$ cat src/rtl/apb_reg_pkg.sv
// Shared types and helpers for the APB register slave.
package apb_reg_pkg;
  typedef enum logic {IDLE = 1'b0, ACCESS = 1'b1} state_e;

  localparam int CNT_W = 4;

  function automatic int lsb_of(input int dw);
    return (dw == 8) ? 0 : (dw == 16) ? 1 : 2;
  endfunction

  function automatic logic acc_err(input logic idx_oob, input logic off_nz,
                                   input logic wr, input logic ro);
    return idx_oob | off_nz | (wr & ro);
  endfunction
endpackage

$ cat src/rtl/apb_access_fsm.sv
// APB transfer sequencer: setup/access tracking, wait-state countdown,
// completion and abort strobes.
module apb_access_fsm
  import apb_reg_pkg::*;
#(
  parameter int WAIT_CYC = 0
) (
  input  logic pclk,
  input  logic preset_n,
  input  logic psel,
  input  logic penable,
  output logic pready,
  output logic complete,
  output logic abort
);
  state_e           state_q, state_d;
  logic [CNT_W-1:0] cnt_q, cnt_d;

  always_comb begin
    state_d = state_q;
    cnt_d   = cnt_q;
    case (state_q)
      IDLE: begin
        if (psel && !penable) begin
          state_d = ACCESS;
          cnt_d   = CNT_W'(WAIT_CYC);
        end
      end
      ACCESS: begin
        if (!psel) begin
          state_d = IDLE;
          cnt_d   = '0;
        end else if (penable) begin
          if (cnt_q != '0) cnt_d = cnt_q - 1'b1;
          else             state_d = IDLE;
        end
      end
      default: state_d = IDLE;
    endcase
  end

  always_ff @(posedge pclk) begin
    if (!preset_n) begin
      state_q <= IDLE;
      cnt_q   <= '0;
    end else begin
      state_q <= state_d;
      cnt_q   <= cnt_d;
    end
  end

  // Gated by reset so a transfer in flight never completes while reset is held.
  assign pready   = preset_n & (state_q == ACCESS) & (cnt_q == '0);
  assign complete = pready & psel & penable;
  assign abort    = (state_q == ACCESS) & ~psel;
endmodule

$ cat src/rtl/apb_reg_slave.sv
// APB4 completer with a byte-strobed RW register file, read-only status
// slots and error response for bad index, misalignment or RO writes.
module apb_reg_slave
  import apb_reg_pkg::*;
#(
  parameter int              AW       = 6,
  parameter int              DW       = 32,
  parameter int              NREG     = 16,
  parameter int              WAIT_CYC = 0,
  parameter logic [NREG-1:0] RO_MASK  = '0,
  parameter logic [DW-1:0]   RST_VAL  = '0
) (
  input  logic               pclk,
  input  logic               preset_n,
  input  logic               psel,
  input  logic               penable,
  input  logic [AW-1:0]      paddr,
  input  logic               pwrite,
  input  logic [DW-1:0]      pwdata,
  input  logic [DW/8-1:0]    pstrb,
  output logic [DW-1:0]      prdata,
  output logic               pready,
  output logic               pslverr,
  output logic [NREG*DW-1:0] reg_o,
  input  logic [NREG*DW-1:0] sts_i
);
  localparam int              LSB      = lsb_of(DW);
  localparam int              IW       = AW - LSB;
  localparam int              NB       = DW / 8;
  localparam int              RO_W     = 2 ** IW;
  localparam logic [IW:0]     NREG_V   = (IW + 1)'(NREG);
  localparam logic [AW-1:0]   OFF_MASK = AW'((1 << LSB) - 1);

  logic                      complete, abort;
  logic [IW-1:0]             idx;
  logic                      idx_oob, off_nz, err, wr_en;
  logic [RO_W-1:0]           ro_ext;
  logic [DW-1:0]             rd_sel;
  logic [NREG-1:0][DW-1:0]   reg_q, reg_d;

  apb_access_fsm #(.WAIT_CYC(WAIT_CYC)) u_fsm (
    .pclk     (pclk),
    .preset_n (preset_n),
    .psel     (psel),
    .penable  (penable),
    .pready   (pready),
    .complete (complete),
    .abort    (abort)
  );

  assign idx     = paddr[AW-1:LSB];
  assign idx_oob = {1'b0, idx} >= NREG_V;
  assign off_nz  = |(paddr & OFF_MASK);
  assign ro_ext  = RO_W'(RO_MASK);
  assign err     = acc_err(idx_oob, off_nz, pwrite, ro_ext[idx]);
  assign wr_en   = complete & pwrite & ~err;

  always_comb begin
    reg_d = reg_q;
    for (int i = 0; i < NREG; i++) begin
      if (wr_en && !RO_MASK[i] && idx == IW'(i)) begin
        for (int k = 0; k < NB; k++)
          if (pstrb[k]) reg_d[i][k*8 +: 8] = pwdata[k*8 +: 8];
      end
    end
  end

  // RO slots never load, so their reg_o slices stay at the reset value of 0.
  always_ff @(posedge pclk) begin
    if (!preset_n) begin
      for (int i = 0; i < NREG; i++) reg_q[i] <= RO_MASK[i] ? '0 : RST_VAL;
    end else begin
      reg_q <= reg_d;
    end
  end

  always_comb begin
    rd_sel = '0;
    for (int i = 0; i < NREG; i++)
      if (idx == IW'(i)) rd_sel = RO_MASK[i] ? sts_i[i*DW +: DW] : reg_q[i];
  end

  assign prdata  = (pready && !pwrite && !err) ? rd_sel : '0;
  assign pslverr = pready & err;
  assign reg_o   = reg_q;

  logic unused_ok;
  assign unused_ok = ^{sts_i, abort};
endmodule
$ cat config.mk
export PLATFORM = sky130hd
export DESIGN_NAME = apb_reg_slave
export DESIGN_NICKNAME = d
export VERILOG_FILES = /design/src/rtl/apb_reg_pkg.sv /design/src/rtl/apb_access_fsm.sv /design/src/rtl/apb_reg_slave.sv
export SDC_FILE = /design/constraint.sdc
export NUM_CORES = 1
export LEC_CHECK = 0
export ABC_AREA = 0
export CORE_AREA = 2 2 436 438
export CTS_CLUSTER_SIZE = 20
export DETAILED_ROUTE_END_ITERATION = 8
export DIE_AREA = 0 0 438 440
export MAX_ROUTING_LAYER = met4
export SLEW_MARGIN = 30
export SYNTH_ARGS = -nofsm -noshare
export SYNTH_HDL_FRONTEND = slang
export SYNTH_SLANG_ARGS = --single-unit
$ cat constraint.sdc
create_clock -name pclk -period 4 [get_ports pclk]
set_input_delay 1.2 -clock pclk [delete_from_list [all_inputs] [get_ports pclk]]
set_output_delay 1.2 -clock pclk [all_outputs]
set_load 0.02 [all_outputs]
==> results of run 1 <==
-- layout make-up --
type	count	area (µm²)	area share, %
Clock buffer	75	1620	3.92
Multi-Input combinational cell	2150	14600	35.2
Sequential cell	517	10300	25.0
Timing Repair Buffer	1081	11300	27.4
Clock inverter	27	270	0.653
Inverter	13	66.3	0.160
Tap cell	2511	3140	7.59
Antenna cell	8	20.0	0.0484
-- worst reg2reg max path: stages (launching register included) --
cell     delay (ns)
dfxtp_1        0.34
inv_1          0.06
ha_1           0.18
or3b_1         0.39
buf_4          0.20
nor4b_2        0.31
buf_4          0.35
and3_1         0.28
buf_12         0.17
mux2i_1        0.21
nor2b_1        0.07
-- worst max-delay path by stage --
stage             start          to  cells past startpoint
4_1_cts        paddr[3]  prdata[24]                     10
2_1_floorplan  paddr[2]  prdata[30]                      7
6_report       paddr[3]  prdata[30]                      8
3_3_place_gp   paddr[4]  prdata[24]                     12
3_5_place_dp   paddr[4]  prdata[24]                     12
5_1_grt        paddr[3]  prdata[24]                     13
-- Yosys cell counts (9+ instances only) --
library cell | count | area, µm²
o221ai_1 | 27 | 236
nand4_4 | 10 | 213
a21oi_1 | 87 | 435
o32ai_1 | 9 | 78.8
o211ai_1 | 9 | 67.6
o22ai_1 | 23 | 144
o2bb2ai_1 | 15 | 131
dfxtp_1 | 517 | 10300
o21ai_0 | 177 | 886
a31oi_1 | 10 | 62.6
nor3_1 | 29 | 145
and3_1 | 9 | 56.3
mux2i_1 | 121 | 1210
a22o_1 | 14 | 123
nor2b_1 | 64 | 400
nand3_1 | 285 | 1430
a21boi_0 | 240 | 1800
a21o_1 | 18 | 135
a221oi_1 | 25 | 219
inv_1 | 13 | 48.8
nand2_1 | 505 | 1900
a22oi_1 | 26 | 195
buf_2 | 71 | 355
nor2_1 | 166 | 623
clkbuf_1 | 174 | 653
nand4_1 | 11 | 68.8
nand2b_1 | 12 | 75.1
buf_1 | 20 | 75.1
a31o_2 | 100 | 876
a21boi_1 | 24 | 180
mux2_2 | 29 | 327
-- per-stage QoR --
stage	util, %	hold WS [ns]	std cells	setup TNS, ns
final	21.9	0.485	6382	-7.96
after global routing	21.9	0.510	6381	-8.65
after CTS	21.6	0.482	6354	-7.98
after detailed placement	19.3	0.476	6165	-31.31
after global placement	19.3	0.458	6165	-32.01
after floorplan	-	0.500	2963	0
-- layout by cell type (no fill, tap or decap), drive strengths merged, types with 8 or more instances in the layout --
cell type	Yosys	layout
clkbuf	177	79
clkdlybuf4s50	0	550
nor3b	8	8
o21ai	177	177
o211ai	9	9
nor2b	64	64
nand2b	12	12
o2bb2ai	15	15
o22ai	23	23
dfxtp	517	517
diode	0	8
clkinv	0	21
buf	106	521
o221ai	27	27
mux2i	121	121
mux2	29	29
a31o	100	100
nor3	31	31
a21o	18	18
nand3	285	285
nand2	505	505
o32ai	9	9
nand4	21	21
nor2	167	167
a22o	14	14
and3	9	9
inv	13	14
a21oi	87	87
and2	8	8
a221oi	25	25
a22oi	26	26
a31oi	10	10
a21boi	264	264
-- power by group --
group | total (µW) | leakage [µW] | switching [µW] | internal, µW
registers | 5150 | 0.00416 | 1.02 | 5150
clock network | 5500 | 0.000948 | 2400 | 3110
logic | 1490 | 0.00909 | 868 | 617
total | 12100 | 0.0142 | 3260 | 8870
-- sequential cells by signal, indices dropped and copies added, names as in the netlist --
name and count:
u_fsm.cnt_q 4, u_fsm.state_q 1, reg_o 512
-- routing by layer --
| layer | routed length (µm) | share of wire, % | global-route usage, % |
|---|---|---|---|
| met1 | 60000 | 33 | 17.9 |
| met2 | 86900 | 48 | 30.8 |
| met3 | 14500 | 8.0 | 4.80 |
| met4 | 20100 | 11 | 15.6 |
| met5 | 0 | 0 | - |
-- repair_timing --
action / 4_1_cts / 5_1_grt
endpoints found under the hold margin: 0 / 0
buffers inserted: 84 / 23
cloned: 8 / 2
endpoints found under the setup margin: 32 / 32
pin swaps: 111 / 69
gates resized for setup: 483 / 109
-- cell families (layout without fill, tap and decap cells) --
group	after synthesis	count (layout)	synth area share [%]
AO/OA/AOI/OAI	856	856	24.6
adder cells (fa/ha/maj)	1	1	0.0508
buffers and inverters	296	1196	5.25
flip-flops	517	517	42.0
multiplexers	155	155	6.70
other	0	8	0
AND/OR/NAND/NOR	1138	1138	21.4
==> metrics.txt, run 1 <==
wirelength, routed=~180000 µm; max-cap viol count=0; GR Overflow Total=0; critical path peak fanout=5; crit-path max cell delay=0.39 ns; Hold Startpoint=reg_o[137]; first-pass GRT wire length=237000 µm; startpoint type of the worst setup path=input pin; Post-Syn Area=0.0246 mm²; total track usage=a little under a fifth; Post-synth EDFFs=0; Yosys cell types=between 70 and 80; max-slew violations=0; CTS Sinks=around 520; fin worst setup slack=-0.404 ns; pin count of the biggest net entering global routing=204; Cell Chain, Critical Path=bufbuf_16 > or2_4 > nor3_4 > buf_12 > a222oi_1 > o221a_2 > a221oi_4 > buf_6; Tcrit/Tclk final=110%; post-route design area=approximately 0.041 mm²; Final setup viols=32; vias in the first global route=between 20000 and 30000; RSZ-0062 raised after global routing=yes; Leak=between 0.01 and 0.015 µW; detailed-route via count=roughly 28000; pwr dens=about 290 mW/mm²; Vias/cell=between 4 and 5; number of buffers created by CTS=55; initial antenna violation count=8; post-synth net total=around 3500; DR iter-0 viols=a little under 3000; status=finished with violations; Core Area=approximately 0.19 mm²; pre-CTS setup slack=-1.50 ns; post-layout minimum cycle time=4.40 ns; worst reg2reg setup slack=approximately 1.3 ns; drt drc=0; Worst Setup End Kind=primary output; Post-DRT Antenna Nets=0; Min-Delay Path Class=reg -> reg; Mapped Cells=~3000; yosys warns=0; hold path cells=2; sequential-to-total area share from yosys stat=about two fifths; maximum VDD drop=around 280 µV; clk root buf=clkbuf_16; Worst-path clk slew=0.06 ns; Tightest Pin Transition=1.07 ns; Setup Skew=around 0.025 ns; reg2reg end=reg_o[369]; Longest Clk Path Bufs=3; WP data arrival=roughly 3.2 ns; CP max-delay cell=a221oi_4; most common flop cell mapped by yosys=dfxtp_1; gp weighted congestion=around 0.97; Skew-Pair Late Insertion Delay=approximately 0.63 ns; Fillers=between 20000 and 25000; DRT Pass-1 Iters=6; Critical Path RT=~2.8 ns; Seq cells post-synth=roughly 520; final net count=about 4400; wire per inst=roughly 28 µm; Rows=between 150 and 200; WHS Endpoint=reg_o[137]; CTS Hold Bufs=0; Starting Density=approximately an eighth; Max-slew headroom=28.9%; Port Buffer Count=592; Placed Area=roughly 0.036 mm²; I/O pin count=1105; WP buf/inv=3; Avg Cell Area, Syn=about 8.3 µm²; Synth async-reset ratio=0%; critical path class=in -> out; Final Power=12100 µW; r2r startpoint=u_fsm.cnt_q[0]; HPWL Detailed=between 100000 and 150000 µm; H-tree level count=2; DIE WIDTH=between 400 and 500 µm; f_max=about 230 MHz; TritonCTS clock tree=built; Die H=440 µm; fraction of layout cells with a size suffix above 1=roughly a quarter; Area Growth Syn to Fin=67.9%; Reg2Reg Depth=10; die area=between 0.15 and 0.2 mm²; Hold Violations, Final=0; cell family with most CP delay=compound AO/OA/AOI/OAI gates; failing checks=setup timing
Power figures use the tool's default switching activity.
==> inputs of run 2 (changes only) <==
Settings changed: ABC_CLOCK_PERIOD_IN_PS set to 4000, CORE_AREA 2 2 436 438 to 2 2 424 426, DIE_AREA 0 0 438 440 to 0 0 426 428, DONT_BUFFER_PORTS set to 1.
==> metrics.txt, run 2 (synthesis gave the netlist of run 1 again) <==
Final Power=11500 µW (-5.4%); critical path peak fanout=182 (+177); Rows=155 (-3.1%); most frequent cells in the layout=dfxtp_1 (515), nand2_1 (504), nand3_1 (284); Area Growth Syn to Fin=27.9%; HPWL Detailed=128000 µm (-10%); die area=0.182 mm² (-5.4%); Worst-path clk slew=0.06 ns (about the same); initial antenna violation count=3 (-5); max reg flops=512 (unchanged); worst reg2reg setup slack=1.08 ns (-0.25 ns); Setup Skew=0.0167 ns (-0.00817 ns); max-cap viol count=0 (unchanged); Vias/cell=4.65 (+5.9%); Core Area=0.178 mm² (-5.8%); dpl cells=5296 (-14%); Post-DRT Antenna Nets=0 (unchanged); Skew-Pair Late Insertion Delay=0.63 ns (about the same); pin count of the biggest net entering global routing=552 (+170%); f_max=225 MHz (-1.0%); fin worst setup slack=-0.449 ns (-0.0448 ns); wire per inst=30.8 µm (+8.4%); CTS Hold Bufs=0 (unchanged); Leak=0.0104 µW (-27%); Tcrit/Tclk final=111% (+1.1 points); internal power=8680 µW (-2.2%); max-slew violations=295 (+295); sequential fraction of design power=44.9% (+2.5 points); Die H=428 µm (-2.7%); Critical Path RT=2.80 ns (about the same); maximum VDD drop=323 µV (+16%); pre-CTS setup slack=-0.373 ns (+1.13 ns); Min-Delay Path Class=reg -> reg; WP data arrival=3.25 ns (+0.05 ns); gp weighted congestion=0.962 (-0.51%); vias in the first global route=22810 (-14%); combinational power share=6.7% (-5.5 points); DRT Pass-1 Iters=9 (+3); clk root buf=clkbuf_16; total track usage=17.9% (-0.47 points); sw frac=24.4% (-2.5 points); Hold Violations, Final=0 (unchanged); startpoint type of the worst setup path=input pin; post-layout minimum cycle time=4.45 ns (+0.0448 ns); DR iter-0 viols=3042 (+5.5%); Fillers=19903 (-3.1%); NetSw=2800 µW (-14%); first-pass GRT wire length=218000 µm (-8.0%); wirelength, routed=167000 µm (-8.2%); post-route design area=0.0315 mm² (-24%); commonest non-fill, non-tap cell in the layout=dfxtp_1; Longest Clk Path Bufs=3 (unchanged); Cell Count, Final, Fillers Out=5407 (-15%); fraction of layout cells with a size suffix above 1=20.1% (-5.3 points); final net count=3571 (-18%); number of buffers created by CTS=53 (-3.6%); Worst Setup End Kind=primary output; CTS Sinks=517 (unchanged); I/O pin count=1105 (unchanged); detailed-route via count=25147 (-10%); TritonCTS clock tree=built; DIE WIDTH=426 µm (-2.7%); status=finished with violations; Starting Density=13.9% (+0.80 points); H-tree level count=2 (unchanged); pwr dens=364 mW/mm² (+24%); critical path class=in -> out; GR Overflow Total=0 (unchanged); Tightest Pin Transition=2.13 ns (+1.07 ns); drt drc=1 (+1); Placed Area=0.0292 mm² (-20%); Port Buffer Count=0 (-100%); Final setup viols=32 (unchanged); Clock Power Share=48.5% (+3.1 points); Max-slew headroom=-42.1% (-71 points); failing checks=DRC, slew limit, setup timing; RSZ-0062 raised after global routing=yes; final core occ=17.7% (-4.2 points)
run 2: cell types whose count changed in the layout (fill, tap and decap cells not counted), moves of 11 or more:
cell             delta
clkdlybuf4s50_1   -550
buf_4              -97
buf_6              -87
buf_12             -30
o21ai_0            +23
buf_8              -22
o221ai_1           +16
a21oi_1            +12
o21ai_1            -11
o21ai_2            -11
o221ai_2           -11
run 2: final cells by class:
type / count / area [µm²] / area share (%)
antenna: 1 / 2.50 / 0.00794
tap: 2355 / 2950 / 9.35
clock buffer: 74 / 1550 / 4.91
multi-input combinational: 2150 / 13600 / 43.1
inverter: 13 / 52.6 / 0.167
timing repair buffer: 276 / 2710 / 8.60
clock inverter: 21 / 333 / 1.06
sequential: 517 / 10400 / 32.8
run 2: through the flow:
step	hold WS [ns]	setup TNS, ns
after floorplan	0.500	0
after global placement	0.526	-1.89
after detailed placement	0.546	-1.91
after CTS	0.583	-0.686
after global routing	0.606	-4.02
final	0.584	-8.18
run 2: final timing paths:
check,start,to,cells after the start
setup / recovery,paddr[2],prdata[21],9
hold / removal,reg_o[494],reg_o[494],2
setup reg to reg,u_fsm.cnt_q[0],reg_o[367],9
hold reg to reg,reg_o[494],reg_o[494],2
run 2: power by group through the flow:
stage	Sequential, µW	Clock, µW	Combinational [µW]
6_report	5150	5570	764
5_1_grt	5140	5790	777
4_1_cts	5150	5630	737
3_5_place_dp	5260	0	728
3_3_place_gp	5260	0	729
2_1_floorplan	5260	0	481
run 2: per-layer routing:
layer,part of all wire [%],track usage [%],up-vias
met5,0,-,-
li1,-,-,10725
met3,11,6.35,494
met2,47,29.3,1656
met4,10,13.9,0
met1,32,17.3,12272
run 2: critical path: stages:
cell      delay [ns]
and2_4          0.44
buf_4           0.14
buf_12          0.14
a21oi_1         0.14
o221ai_1        0.14
a221oi_2        0.24
a221oi_2        0.11
buf_4           0.17
buf_4           0.15
run 2: timing repair:
| action | CTS | global route |
|---|---|---|
| hold endpoints to repair | 0 | 0 |
| endpoints found under the setup margin | 21 | 32 |
| resized for setup | 35 | 46 |
| setup buffers | 7 | 7 |
| pin swaps | 8 | 23 |
| cloned | 1 | 0 |
